**src/rtl/sayeh_pkg.sv**
```systemverilog
// Shared SAYEH datapath types: window-pointer width/type and window-stack request decode.
package sayeh_pkg;

    localparam int unsigned SAYEH_WP_W = 3;

    typedef logic [SAYEH_WP_W-1:0] wp_t;

    typedef enum logic [1:0] {
        WS_NONE,
        WS_PUSH,
        WS_POP,
        WS_CONFLICT
    } wstack_op_t;

    function automatic wstack_op_t wstack_decode(input logic push, input logic pop);
        wstack_op_t op;
        case ({push, pop})
            2'b10:   op = WS_PUSH;
            2'b01:   op = WS_POP;
            2'b11:   op = WS_CONFLICT;
            default: op = WS_NONE;
        endcase
        return op;
    endfunction

endpackage

```
**src/rtl/wstack_mem.sv**
```systemverilog
// Window-stack storage: DEPTH x WP_W register array, one write port, one async read port.
module wstack_mem #(
    parameter int unsigned DEPTH = 8,
    parameter int unsigned WP_W  = 3
) (
    input  logic                     clk,
    input  logic                     we,
    input  logic [$clog2(DEPTH)-1:0] waddr,
    input  logic [WP_W-1:0]          wdata,
    input  logic [$clog2(DEPTH)-1:0] raddr,
    output logic [WP_W-1:0]          rdata
);

    logic [WP_W-1:0] mem [DEPTH];

    // Contents are don't-care after reset, so the array carries no reset.
    always_ff @(posedge clk) begin
        if (we) begin
            mem[waddr] <= wdata;
        end
    end

    assign rdata = mem[raddr];

endmodule

```
**src/rtl/window_stack.sv**
```systemverilog
// Call/return save-restore stack for the SAYEH window pointer.
// Optional macro WSTACK_ERR_EN enables the sticky ovf/unf flags and err_clr.
module window_stack
    import sayeh_pkg::*;
#(
    parameter int unsigned DEPTH = 8,
    parameter int unsigned WP_W  = SAYEH_WP_W
) (
    input  logic                   clk,
    input  logic                   rst_n,
    input  logic [WP_W-1:0]        wp_in,
    input  logic [WP_W-1:0]        offset,
    input  logic                   push,
    input  logic                   pop,
    output logic [WP_W-1:0]        wp_out,
    output logic                   wp_load,
    output logic                   full,
    output logic                   empty,
    output logic [$clog2(DEPTH):0] level,
    output logic                   ovf,
    output logic                   unf,
    input  logic                   err_clr
);

    localparam int unsigned AW = $clog2(DEPTH);
    localparam int unsigned LW = AW + 1;

    logic [LW-1:0]   sp;
    wstack_op_t      op_c;
    logic            push_ok_c;
    logic            pop_ok_c;
    logic            push_bad_c;
    logic            pop_bad_c;
    logic [WP_W-1:0] rd_data_c;
    logic [AW-1:0]   rd_addr_c;

    // Status is derived only from the registered stack pointer.
    assign full  = (sp == LW'(DEPTH));
    assign empty = (sp == '0);
    assign level = sp;

    assign op_c       = wstack_decode(push, pop);
    assign push_ok_c  = (op_c == WS_PUSH) && !full;
    assign pop_ok_c   = (op_c == WS_POP)  && !empty;
    assign push_bad_c = (op_c == WS_PUSH) && full;
    assign pop_bad_c  = (op_c == WS_POP)  && empty;
    assign rd_addr_c  = AW'(sp - LW'(1));

    wstack_mem #(
        .DEPTH (DEPTH),
        .WP_W  (WP_W)
    ) u_mem (
        .clk   (clk),
        .we    (push_ok_c),
        .waddr (sp[AW-1:0]),
        .wdata (wp_in),
        .raddr (rd_addr_c),
        .rdata (rd_data_c)
    );

    // Stack pointer and pointer-load outputs.
    always_ff @(posedge clk or negedge rst_n) begin
        if (!rst_n) begin
            sp      <= '0;
            wp_out  <= '0;
            wp_load <= 1'b0;
        end else begin
            wp_load <= 1'b0;
            if (push_ok_c) begin
                sp      <= sp + LW'(1);
                wp_out  <= WP_W'(wp_in + offset);
                wp_load <= 1'b1;
            end else if (pop_ok_c) begin
                sp      <= sp - LW'(1);
                wp_out  <= rd_data_c;
                wp_load <= 1'b1;
            end
        end
    end

`ifdef WSTACK_ERR_EN
    // Sticky error flags; a new illegal request outranks a same-cycle clear.
    always_ff @(posedge clk or negedge rst_n) begin
        if (!rst_n) begin
            ovf <= 1'b0;
            unf <= 1'b0;
        end else begin
            if (push_bad_c) begin
                ovf <= 1'b1;
            end else if (err_clr) begin
                ovf <= 1'b0;
            end
            if (pop_bad_c) begin
                unf <= 1'b1;
            end else if (err_clr) begin
                unf <= 1'b0;
            end
        end
    end
`else
    logic unused_err_c;
    assign unused_err_c = err_clr ^ push_bad_c ^ pop_bad_c;
    assign ovf = 1'b0;
    assign unf = 1'b0;
`endif

endmodule

```
**config.mk**
```make
export PLATFORM = sky130hd
export DESIGN_NAME = window_stack
export DESIGN_NICKNAME = d
export VERILOG_FILES = /design/src/rtl/sayeh_pkg.sv /design/src/rtl/wstack_mem.sv /design/src/rtl/window_stack.sv
export SDC_FILE = /design/constraint.sdc
export NUM_CORES = 1
export LEC_CHECK = 0
export ABC_AREA = 1
export BUFFER_PORTS_ARGS = -buffer_cell sky130_fd_sc_hd__clkbuf_2
export CAP_MARGIN = 25
export CORE_MARGIN = 8
export CORE_UTILIZATION = 30
export CTS_CLUSTER_SIZE = 28
export DETAILED_ROUTE_END_ITERATION = 10
export PLACE_DENSITY = 0.43
export SETUP_SLACK_MARGIN = 0.2
export SYNTH_ARGS = -nofsm -noshare
export SYNTH_HDL_FRONTEND = slang
export SYNTH_HIERARCHICAL = 1
export SYNTH_SLANG_ARGS = --single-unit
```
**constraint.sdc**
```tcl
create_clock -name clk -period 2.3 [get_ports clk]
set_input_delay 0.46 -clock clk [delete_from_list [all_inputs] [get_ports clk]]
set_output_delay 0.46 -clock clk [all_outputs]
set_load 0.05 [all_outputs]
```
==> flow_summary_export.csv <==
group,metric,value,unit
setup_path,arrival,1.55,ns
setup_path,cp-start-kind,"register",
run_status,status,"finished, final reports clean",
yosys,synthCells,199,
final_layout,final_util,35.8,%
floorplan,initial_core_util,31.0,%
setup_path,end_kind,"primary output",
setup_path,max_stage_delay,0.46,ns
setup_path,slowest_stage,"dfrtp_2",
cts,clockBufferDepth,2,
yosys,post-synth-top-count-cell,"nand2_1",
placement,pre_cts_slack,0.395,ns
power_and_ir_drop,ir_drop,0.000377,V
setup_path,path_cells,"inv_1 -> ha_1 -> nand3_2 -> inv_1 -> clkbuf_4",
power_and_ir_drop,p_per_area,1320,mW/mm²
global_route,grtUsageTotal,9.55,%
yosys,synth_common_cells,"nand2_1, inv_1, edfxtp_1, nand3_1, nor2_1",
job,maxCapViolations,0,
timing,min_period_over_period,87.4,%
placement,io_buffers,19,
yosys,synth_edf_count,24,
yosys,ys_seq_area_share,54.0,%
timing,holdWs,0.00410,ns
placement,dpl_cell_area,0.00188,mm²
drt,num_vias,1225,
final_layout,design_area,0.00197,mm²
global_route,grt_util_met2,15.8,%
yosys,synth_cell_types,22,
final_layout,nNetsFinal,240,
final_layout,diodes,0,
final_layout,area_growth,15.5,%
global_route,met1_usage,11.2,%
drt,drt_iter0_markers,103,
drt,wl,3500,µm
min_path,min_path_type,"input pin to async pin",
global_route,grt.overflow.total,0,
floorplan,die_x,91.4,µm
final_layout,instances_no_fill,298,
placement,globalplace.congestion,0.754,
floorplan,core_area,0.00551,mm²
setup_path,cpMostUsedCell,"inv_1",
global_route,grt_busiest_layer,"met2",
floorplan,rows,27,
power_and_ir_drop,power,2.60,mW
drt,ant_nets,0,
cts,clk-insertion-delay-late,0.29,ns
global_route,grt_pass1_vias,1290,
setup_path,reg2reg_from,"level[0]",
cts,root_buffer,"clkbuf_8",
drt,route.detailed.drc,0,
setup_path,crit_path_max_fanout,8,
placement,place_hpwl,2640,µm
yosys,yosys-top-cells-area,"edfxtp_1, nand2_1, dfrtp_1, inv_1, nand3_1",
timing,finClkSkew,0.00507,ns
timing,setup_slack,0.291,ns
yosys,syn_area,0.00171,mm²
cts,cts_tree,"built",
timing,fin_tns_setup,0,ns
power_and_ir_drop,power_leakage,1.01,nW
final_layout,drive_gt1_share,19.0,%
yosys,async_reset_ff_share,25.0,%
global_route,use_met3,1.81,%
timing,min_period,2.01,ns
global_route,grt_max_degree,14,
floorplan,io_pins,23,
yosys,ys_ff_latch,32,
global_route,antenna_found_initial,0,
yosys,synth_top_cell_area_share,42.3,%
drt,via_per_inst,4.11,
yosys,synth_top_cell_by_area,"edfxtp_1",
cts,htreeDepth,2,
global_route,grt_pass1_wl,6340,µm
setup_path,worstPathRequired,1.84,ns
yosys,synth_warnings,6,
setup_path,crit_buf_inv,3,
setup_path,crit_path_start,"level[0]",
cts,clock-sinks,32,
timing,slew_viol_final,0,
setup_path,worstSetupPathType,"register to primary output",
cts,clk_pin_slew_worst_paths,0.07,ns
floorplan,die_h,91.4,µm
timing,finalSetupViolations,0,
setup_path,crit_family,"flip-flops",
drt,drt_pre_antenna_iters,4,
yosys,synth_ff_type,"edfxtp_1",
placement,dp.cells,290,
timing,hold_viol_final,0,
cts,cts_buffers,5,
drt,wl_per_cell,11.7,µm
floorplan,die_area,0.00835,mm²
timing,fmaxAchievable,498,MHz
timing,rsz0062_at_grt,"true",
yosys,syn_area_per_cell,8.57,µm²
-- repair_timing --
action / 4_1_cts / 5_1_grt
setup buffers: 0 / 0
hold buffers: 0 / 0
endpoints found under the hold margin: 0 / 0
endpoints found under the setup margin: 0 / 2
resized for setup: 0 / 4
-- worst register-to-register path: stages, from the launching register on --
cell and delay, ns:
dfrtp_2 0.44, inv_1 0.08, ha_1 0.26, nand3_2 0.14, nand2_4 0.10, inv_2 0.12, nand2_1 0.13, nor2_1 0.30
-- worst paths after layout --
check	endpoint	cells past startpoint	slack (ns)
min in group clk	wp_out[1]	2	0.49
max in group asynchronous	level[0]	1	2.11
setup reg to reg	u_mem/mem[3][2]	7	0.39
setup / recovery	full	5	0.29
hold / removal	wp_load	1	0.004
hold reg to reg	wp_out[1]	2	0.49
-- cell usage in the layout, fill, tap and decap left out, types with 3 or more instances in the layout --
cell and instances:
nand2_1 73, nor2_1 10, dfrtp_1 7, nand3_1 18, inv_1 39, edfxtp_1 24, clkbuf_8 5, ha_1 3
inv_2 3, buf_4 4, clkbuf_2 17
-- kinds of logic (layout without fill, tap and decap cells) --
family | Yosys count | in the layout | share of synthesized area (%)
compound gates | 2 | 2 | 0.807
buf+inv | 48 | 74 | 12.6
flops | 32 | 32 | 54.0
simple gates | 108 | 108 | 26.9
other cells | 1 | 2 | 0.220
xor+xnor | 4 | 4 | 2.05
fa+ha+maj | 4 | 4 | 3.38
-- where the power goes --
part / switching [mW] / internal (mW)
clock network: 0.214 / 0.210
logic: 0.973 / 0.415
registers: 0.0690 / 0.720
total: 1.26 / 1.35
-- layer usage --
| metal | part of all wire, % | up-vias |
|---|---|---|
| met1 | 44 | 544 |
| met4 | 2.2 | 0 |
| met5 | 0 | - |
| li1 | - | 651 |
| met2 | 50 | 24 |
| met3 | 3.6 | 6 |
-- state kept, by name (all words and copies together) (netlist names) --
name and flops:
level 4, wp_load 1, wp_out 3, u_mem/mem 24
-- area by class of cell --
type                            count  area, µm²
Fill cell                         585       3540
Sequential cell                    32        922
Multi-Input combinational cell    120        576
Inverter                           43        164
Timing Repair Buffer               23        130
Tap cell                           72       90.1
Clock buffer                        5       68.8
Clock inverter                      3       18.8
(Power assumes the default switching activity.)
